===== src/rtl/nbit_seq_alu.sv =====
// Sequential N-bit ALU: single-cycle logic/arithmetic ops, WIDTH-cycle shift-add multiply.
// One result register set feeds all outputs; done pulses for exactly one cycle per completion.
module nbit_seq_alu #(
  parameter int WIDTH = 8
) (
  input  logic             clk,
  input  logic             reset,
  input  logic             start,
  input  logic [3:0]       op,
  input  logic [WIDTH-1:0] a,
  input  logic [WIDTH-1:0] b,
  input  logic             cin,
  output logic             ready,
  output logic             done,
  output logic [WIDTH-1:0] r,
  output logic [WIDTH-1:0] r_hi,
  output logic             cf,
  output logic             zf
);

  localparam int CNT_W = $clog2(WIDTH);

  typedef enum logic [3:0] {
    OP_AND = 4'd0,  OP_OR  = 4'd1,  OP_XOR = 4'd2,  OP_NOT = 4'd3,
    OP_INC = 4'd4,  OP_DEC = 4'd5,  OP_SHL = 4'd6,  OP_SHR = 4'd7,
    OP_TST = 4'd8,  OP_ADD = 4'd9,  OP_ADC = 4'd10, OP_SUB = 4'd11,
    OP_MUL = 4'd12
  } op_e;

  typedef enum logic {
    S_IDLE    = 1'b0,
    S_MUL_RUN = 1'b1
  } state_e;

  state_e             r_state;
  logic               r_ready;
  logic               r_done;
  logic [WIDTH-1:0]   r_res;
  logic [WIDTH-1:0]   r_res_hi;
  logic               r_cf;
  logic               r_zf;
  logic [CNT_W-1:0]   r_cnt;
  logic [2*WIDTH-1:0] r_acc;
  logic [2*WIDTH-1:0] r_mcand;
  logic [WIDTH-1:0]   r_mplier;

  logic [WIDTH-1:0]   w_res;
  logic               w_cf;
  logic [WIDTH:0]     w_sum;
  logic [2*WIDTH-1:0] w_acc_next;

  // NOTE: every signal gets a default before the case, so no path leaves it unassigned and no latch is inferred.
  always_comb begin
    w_res = '0;
    w_cf  = 1'b0;
    w_sum = '0;
    case (op)
      OP_AND: w_res = a & b;
      OP_OR:  w_res = a | b;
      OP_XOR: w_res = a ^ b;
      OP_NOT: w_res = ~a;
      OP_INC: begin
        w_sum = {1'b0, a} + (WIDTH+1)'(1);
        {w_cf, w_res} = w_sum;
      end
      OP_DEC: begin
        w_res = a - WIDTH'(1);
        w_cf  = (a == '0);
      end
      OP_SHL: {w_cf, w_res} = {a, 1'b0};
      OP_SHR: {w_res, w_cf} = {1'b0, a};
      OP_TST: w_res = a;
      OP_ADD: begin
        w_sum = {1'b0, a} + {1'b0, b};
        {w_cf, w_res} = w_sum;
      end
      OP_ADC: begin
        w_sum = {1'b0, a} + {1'b0, b} + {{WIDTH{1'b0}}, cin};
        {w_cf, w_res} = w_sum;
      end
      OP_SUB: begin
        w_res = a - b;
        w_cf  = (a < b);
      end
      default: ;
    endcase
  end

  // Partial product including the current multiplier bit; on the last iteration this is the full product.
  assign w_acc_next = r_acc + (r_mplier[0] ? r_mcand : '0);

  // NOTE: sequential state uses non-blocking assignments so every register samples pre-edge values.
  always_ff @(posedge clk) begin
    if (reset) begin
      r_state  <= S_IDLE;
      r_ready  <= 1'b1;
      r_done   <= 1'b0;
      r_res    <= '0;
      r_res_hi <= '0;
      r_cf     <= 1'b0;
      r_zf     <= 1'b1;
      r_cnt    <= '0;
      r_acc    <= '0;
      r_mcand  <= '0;
      r_mplier <= '0;
    end else begin
      r_done <= 1'b0;
      case (r_state)
        S_IDLE: begin
          if (start) begin
            if (op == OP_MUL) begin
              r_state  <= S_MUL_RUN;
              r_ready  <= 1'b0;
              r_cnt    <= '0;
              r_acc    <= '0;
              r_mcand  <= {{WIDTH{1'b0}}, a};
              r_mplier <= b;
            end else begin
              r_res    <= w_res;
              r_res_hi <= '0;
              r_cf     <= w_cf;
              r_zf     <= (w_res == '0);
              r_done   <= 1'b1;
            end
          end
        end
        S_MUL_RUN: begin
          r_acc    <= w_acc_next;
          r_mcand  <= r_mcand << 1;
          r_mplier <= r_mplier >> 1;
          r_cnt    <= r_cnt + CNT_W'(1);
          if (r_cnt == CNT_W'(WIDTH-1)) begin
            r_state  <= S_IDLE;
            r_ready  <= 1'b1;
            r_done   <= 1'b1;
            r_res    <= w_acc_next[WIDTH-1:0];
            r_res_hi <= w_acc_next[2*WIDTH-1:WIDTH];
            r_cf     <= (w_acc_next[2*WIDTH-1:WIDTH] != '0);
            r_zf     <= (w_acc_next == '0);
          end
        end
        default: r_state <= S_IDLE;
      endcase
    end
  end

  assign ready = r_ready;
  assign done  = r_done;
  assign r     = r_res;
  assign r_hi  = r_res_hi;
  assign cf    = r_cf;
  assign zf    = r_zf;

endmodule


===== config.mk =====
export PLATFORM = sky130hd
export DESIGN_NAME = nbit_seq_alu
export DESIGN_NICKNAME = d
export VERILOG_FILES = /design/src/rtl/nbit_seq_alu.sv
export SDC_FILE = /design/constraint.sdc
export NUM_CORES = 1
export LEC_CHECK = 0
export ABC_AREA = 0
export BUFFER_PORTS_ARGS = -buffer_cell sky130_fd_sc_hd__buf_2
export CAP_MARGIN = 0
export CORE_MARGIN = 2
export CORE_UTILIZATION = 46
export DETAILED_ROUTE_END_ITERATION = 12
export GPL_TIMING_DRIVEN = 0
export PLACE_DENSITY = 0.65
export SLEW_MARGIN = 10
export SYNTH_ARGS = -nofsm -noshare
export SYNTH_HDL_FRONTEND = slang
export SYNTH_SLANG_ARGS = --single-unit
export TNS_END_PERCENT = 20

===== constraint.sdc =====
create_clock -name clk -period 7.65 [get_ports clk]
set_input_delay 0.3825 -clock clk [delete_from_list [all_inputs] [get_ports clk]]
set_output_delay 0.3825 -clock clk [all_outputs]
set_load 0.05 [all_outputs]

* Word-level counts from Yosys, hierarchy flattened *
Index checks and enable logic that the tools add are counted.
Widths: inputs -> output; s select.

cells by class
  $add $sub $neg = 7
  $lt $le $gt $ge = 1
  equal/unequal tests = 17
  muxes and demuxes = 43
  bitwise operators = 5
  reductions and logical operators = 8

operators with widths
  kind                 number
  $pmux 8 s12          1
  $mux 16              5
  $mux 8               8
  $pmux 16 s2          2
  $pmux 8 s2           3
  $eq 4x4->1 const B   5
  $add 16x16->16       1
  $eq 4x3->1 const B   4
  $logic_not 16->1     1
  $logic_not 8->1      2
  $mux 1               15
  $pmux 1 s2           5
  $add 8x1->9 const B  1
  $add 8x8->9          1
  $add 9x1->9          1
  $and 8x8->8          1
  $eq 4x2->1 const B   2
  $lt 8x8->1           1
  $not 8->8            1
  $or 8x8->8           1
  $reduce_bool 8->1    1
  $sub 8x1->8 const B  1
  $sub 8x8->8          1
  $xor 8x8->8          1
  12 further kinds     16

word-level totals
  flip-flop bits (word level) = 64
  bits of input ports = 24
  word-level logic and storage cells = 92

* Depth between registers and ports, before layout *
  depth after elaboration = 7
  gate-level depth with buffers = 13
  gate-level depth less buffers = 12

* Least setup slack after synthesis *
Ideal clock, no wire load.

  path type = register to register
  start point = reg r_mplier[0]
  end point = reg r_cf, in the netlist cf
  setup time = 0.137 ns
  arrival time = 3.056 ns
  required time = 7.513 ns
  path slack = 4.457 ns
  cell stages (with the launch flop) = 13
  period minus slack after synthesis = 3.193 ns
  path through = dfxtp_1 clkbuf_1 and2_1 ha_1 fa_1 a21o_1 a2111oi_4 o21ai_0 nor3_1 o21ai_0 or4_4 a2111oi_4 a211oi_1

between the ends
  longest elaborated chain between the ends = 5

ends and longest elaborated chain
  what                    line  text
  from (decl)             45    logic [WIDTH-1:0] r_mplier;
  from (signal assigned)  130   r_mplier <= r_mplier >> 1;
  $mux 16                 90    assign w_acc_next = r_acc + (r_mplier[0] ? r_mcand : '0);
  $add 16x16->16          90
  $reduce_bool 8->1       138   r_cf <= (w_acc_next[2*WIDTH-1:WIDTH] != '0);
  $mux 1                  132   if (r_cnt == CNT_W'(WIDTH-1)) begin
  $pmux 1 s2              108   case (r_state)
  to (signal assigned)    121   r_cf <= w_cf;
  to (signal assigned)    138
  to (decl)               40    logic r_cf;

No other way between the ends. The select of a mux whose other input is x is not followed.
A chain may end at the register's enable or synchronous reset.

* Worst setup path after layout *
  start point = in a[2]
  end point = reg r_zf, in the netlist zf

between the ends
  longest elaborated chain between the ends = 7

ends and longest elaborated chain
  what                  line    text
  from (decl)           10      input logic [WIDTH-1:0] a,
  $add 8x8->9           74, 78
  $add 9x1->9           78      w_sum = {1'b0, a} + {1'b0, b} + {{WIDTH{1'b0}}, cin};
  $pmux 8 s12 *         57      case (op)
  $logic_not 8->1 *     122     r_zf <= (w_res == '0);
  $mux 1 *              111     if (op == OP_MUL) begin
  $mux 1 *              110     if (start) begin
  $pmux 1 s2 *          108
  to (signal assigned)  122
  to (signal assigned)  139     r_zf <= (w_acc_next == '0);
  to (decl)             41      logic r_zf;

Mark *: on every way between the ends. The rest lies on a longest branch, timed or not. The select of a mux whose other input is x is not followed.

==> qor.log <==
INFO  min_path       whs_path_depth=2
INFO  cts            cts_max_path_buffers=2
INFO  timing         count_of_final_hold_check_violations=0
INFO  synthesis      synth_nets=808
INFO  synthesis      synth_top_area_share=23.2%
INFO  synthesis      synth_compound_gate_area_share=27.5%
INFO  placed_design  detailedPlace.worstSlack=3.53ns
INFO  power_and_ir_drop leakage=2.62nW
INFO  placed_design  io_buffer_count=40
INFO  synthesis      mappedNetlistArea=5520µm²
INFO  synthesis      synth.top_cells.by_area=dfxtp_1, ha_1, a21oi_1
INFO  timing         relSlewSlack=16.8%
INFO  synthesis      yosys-mux-area-fraction=2.31%
INFO  global_routing first_global_vias=5514
INFO  cts            post_cts_buffers=0
INFO  setup_path     timing.rr.start=r_mplier[0]$_SDFFE_PP0P_
INFO  synthesis      avgSynthCellArea=7.51µm²
INFO  timing         final.setup_skew=0.00765ns
INFO  synthesis      synth_edf_count=0
INFO  finish         layout.cell_area.non_filler=6170µm²
INFO  synthesis      netlist_top_cells_count=nor2_1, a21oi_1, dfxtp_1
INFO  finish         final_nets=859
INFO  routing        number_of_nets_still_failing_antenna_checks_after_routing=0
INFO  timing         fin_ws=3.83ns
INFO  synthesis      post-synth-top-count-cell=nor2_1
INFO  synthesis      synth_top_flop_cell=dfxtp_1
INFO  routing        detail_route.drc_violations=0
INFO  global_routing grt_overflow_total=0
INFO  routing        wl=18900µm
INFO  cts            clk_pin_slew_worst_paths=0.05ns
INFO  cts            cts_hold_repair.buffers=0
INFO  finish         insertedDiodeCount=0
INFO  routing        detailedRoute.firstPassIterationCount=6
INFO  floorplanning  width_of_the_chip=114µm
INFO  finish         final_layout_size_suffix_gt1_share=11.0%
INFO  min_path       hold-path-endpoint=r_hi[1]$_SDFFE_PP0P_
INFO  floorplanning  die_area=12900µm²
INFO  cts            cts_repair_resize_count=0
INFO  floorplanning  design.core.area=11900µm²
INFO  synthesis      synth.largest_area_cell=dfxtp_1
INFO  placed_design  place.detailed.hpwl=15000µm
INFO  global_routing track_usage=29.6%
INFO  setup_path     worstPathArrival=4.09ns
INFO  floorplanning  io_pins=44
INFO  synthesis      ys_async_sr_fraction=0%
INFO  timing         fmaxAchievable=262MHz
INFO  routing        drt_iter0_drc=590
INFO  synthesis      dominant_combinational_cell_family_by_area_after_synthesis=compound AO/OA/AOI/OAI gates
INFO  synthesis      synth_simple_gate_area_share=24.7%
INFO  outcome        outcome=finished, final reports clean
INFO  timing         rsz0062_at_grt=false
INFO  routing        wl_per_cell=20.2µm
INFO  timing         hold-worst-slack=0.452ns
INFO  placed_design  finalWeightedCongestion=0.997
INFO  power_and_ir_drop power.density_cell_area=152nW/µm²
INFO  power_and_ir_drop p_total=0.937mW
INFO  cts            insertion_delay=0.33ns
INFO  setup_path     end_kind=flip-flop
INFO  setup_path     r2r_end=cf$_SDFFE_PP0P_
INFO  routing        drt-vias-per-instance=6.25
INFO  synthesis      synth_xor_area_share=4.76%
INFO  power_and_ir_drop worst_ir_drop_vdd=0.102mV
INFO  floorplanning  die_height=114µm
INFO  global_routing antenna_found_initial=0
INFO  timing         timing_max_transition_violations_final=0
INFO  timing         final-setup-viol-count=0
INFO  setup_path     worstSetupPathType=in -> reg
INFO  cts            tritoncts=done
INFO  global_routing grt_start_max_net_pins=13
INFO  setup_path     reg2reg_depth=11
INFO  floorplanning  num_rows=40
INFO  placed_design  detailed_place.area=5900µm²
INFO  cts            clkSinkCount=64
INFO  cts            root_buffer=clkbuf_16
INFO  setup_path     critPathLaunchType=input port
INFO  finish         syn_to_final_growth=11.8%
INFO  global_routing grt_pass1_wl=29700µm
INFO  synthesis      synth.yosys.seq_area_share=23.2%
INFO  flow_run       max-cap-violations=0
INFO  min_path       worst_hold_startpoint=r_hi[1]$_SDFFE_PP0P_
INFO  synthesis      yosysWarningCount=0
INFO  timing         max_slew.worst_pin.slew=1.23ns
INFO  setup_path     regToRegSetupSlack=3.86ns
INFO  setup_path     timing.critical_path.required=7.92ns
INFO  cts            cts_buffers=9
INFO  timing         fin_crit_sh=50.0%
INFO  synthesis      ys_seq_elements=64
INFO  floorplanning  initial_cell_density_of_the_core=46.5%
INFO  synthesis      yosys.area_share.adder=11.5%
INFO  min_path       min_path_type=reg -> reg
INFO  routing        vias=5867
INFO  setup_path     timing.critical_path.fanout_max=10
INFO  timing         fin_crit=3.82ns
INFO  cts            cts_htree_levels=3
INFO  synthesis      post_synth_inst_count=735
INFO  timing         setup-tns-final=0ns
INFO  synthesis      number_of_library_cell_types_mapped_by_synthesis=77
sequential cells by signal (all words and copies together), names as in the netlist:
register and count:
ready 1, cf 1, r_mplier 8, r_state 1, r_acc 16, r_cnt 3
zf 1, r 8, r_hi 8, r_mcand 16, done 1
placed cells by master (no fill, tap or decap), types with 17 or more instances in the layout:
cell type	n
ha_1	46
clkbuf_1	36
dfxtp_1	64
buf_2	48
nand3_1	31
o21ai_0	21
xnor2_1	19
nor3_1	17
nor2_1	95
a21oi_1	84
and2_1	19
inv_1	31
nand2_1	48
logic make-up after synthesis:
| family | Yosys count |
|---|---|
| AOI/OAI and AO/OA | 220 |
| DFF | 64 |
| muxes | 12 |
| xor gates and xnor gates | 30 |
| adders and majority gates | 49 |
| buffers and inverters | 84 |
| and+or+nand+nor | 276 |
worst max path at each step:
stage / start / cells after the start / slack [ns] / endpoint
after global placement: a[2] / 13 / 3.62 / zf$_SDFFE_PP1P_
after detailed placement: a[2] / 13 / 3.53 / zf$_SDFFE_PP1P_
after global routing: a[2] / 13 / 3.49 / zf$_SDFFE_PP1P_
after floorplan: r_mplier[0]$_SDFFE_PP0P_ / 12 / 4.46 / cf$_SDFFE_PP0P_
after CTS: a[2] / 13 / 3.84 / zf$_SDFFE_PP1P_
final: a[2] / 13 / 3.83 / zf$_SDFFE_PP1P_
stage by stage:
step / std cells / utilization, %
finish: 938 / 52.0
global route: 938 / 52.0
CTS: 938 / 52.0
detailed placement: 922 / 49.8
global placement: 922 / 49.8
floorplan: 735 / -
where the power goes:
group	switching [mW]	total, mW	internal, mW
Clock	0.149	0.366	0.217
Sequential	0.00368	0.344	0.340
Combinational	0.153	0.227	0.0744
area by class of cell:
cell class	instances	area, µm²
fill	1213	5690
multi-input combinational	587	3900
sequential	64	1280
clock buffer	10	229
buffer	53	218
timing repair buffer	40	200
tap	147	184
inverter	31	116
clock inverter	6	36.3
metal layers:
layer,routed length (µm),track usage [%]
met2,8990,50.1
met1,7880,37.0
met3,1050,3.19
met5,0,0
met4,1020,15.9
critical path, cell delays in order:
cell	delay (ns)
buf_2	0.11
clkbuf_1	0.43
inv_1	0.30
ha_1	0.37
buf_6	0.14
xor2_1	0.37
o2111ai_1	0.18
nor4_1	0.50
xor2_1	0.14
a2111oi_0	0.66
nand4_1	0.17
o31ai_1	0.23
a21o_1	0.12
(Power assumes the default switching activity.)
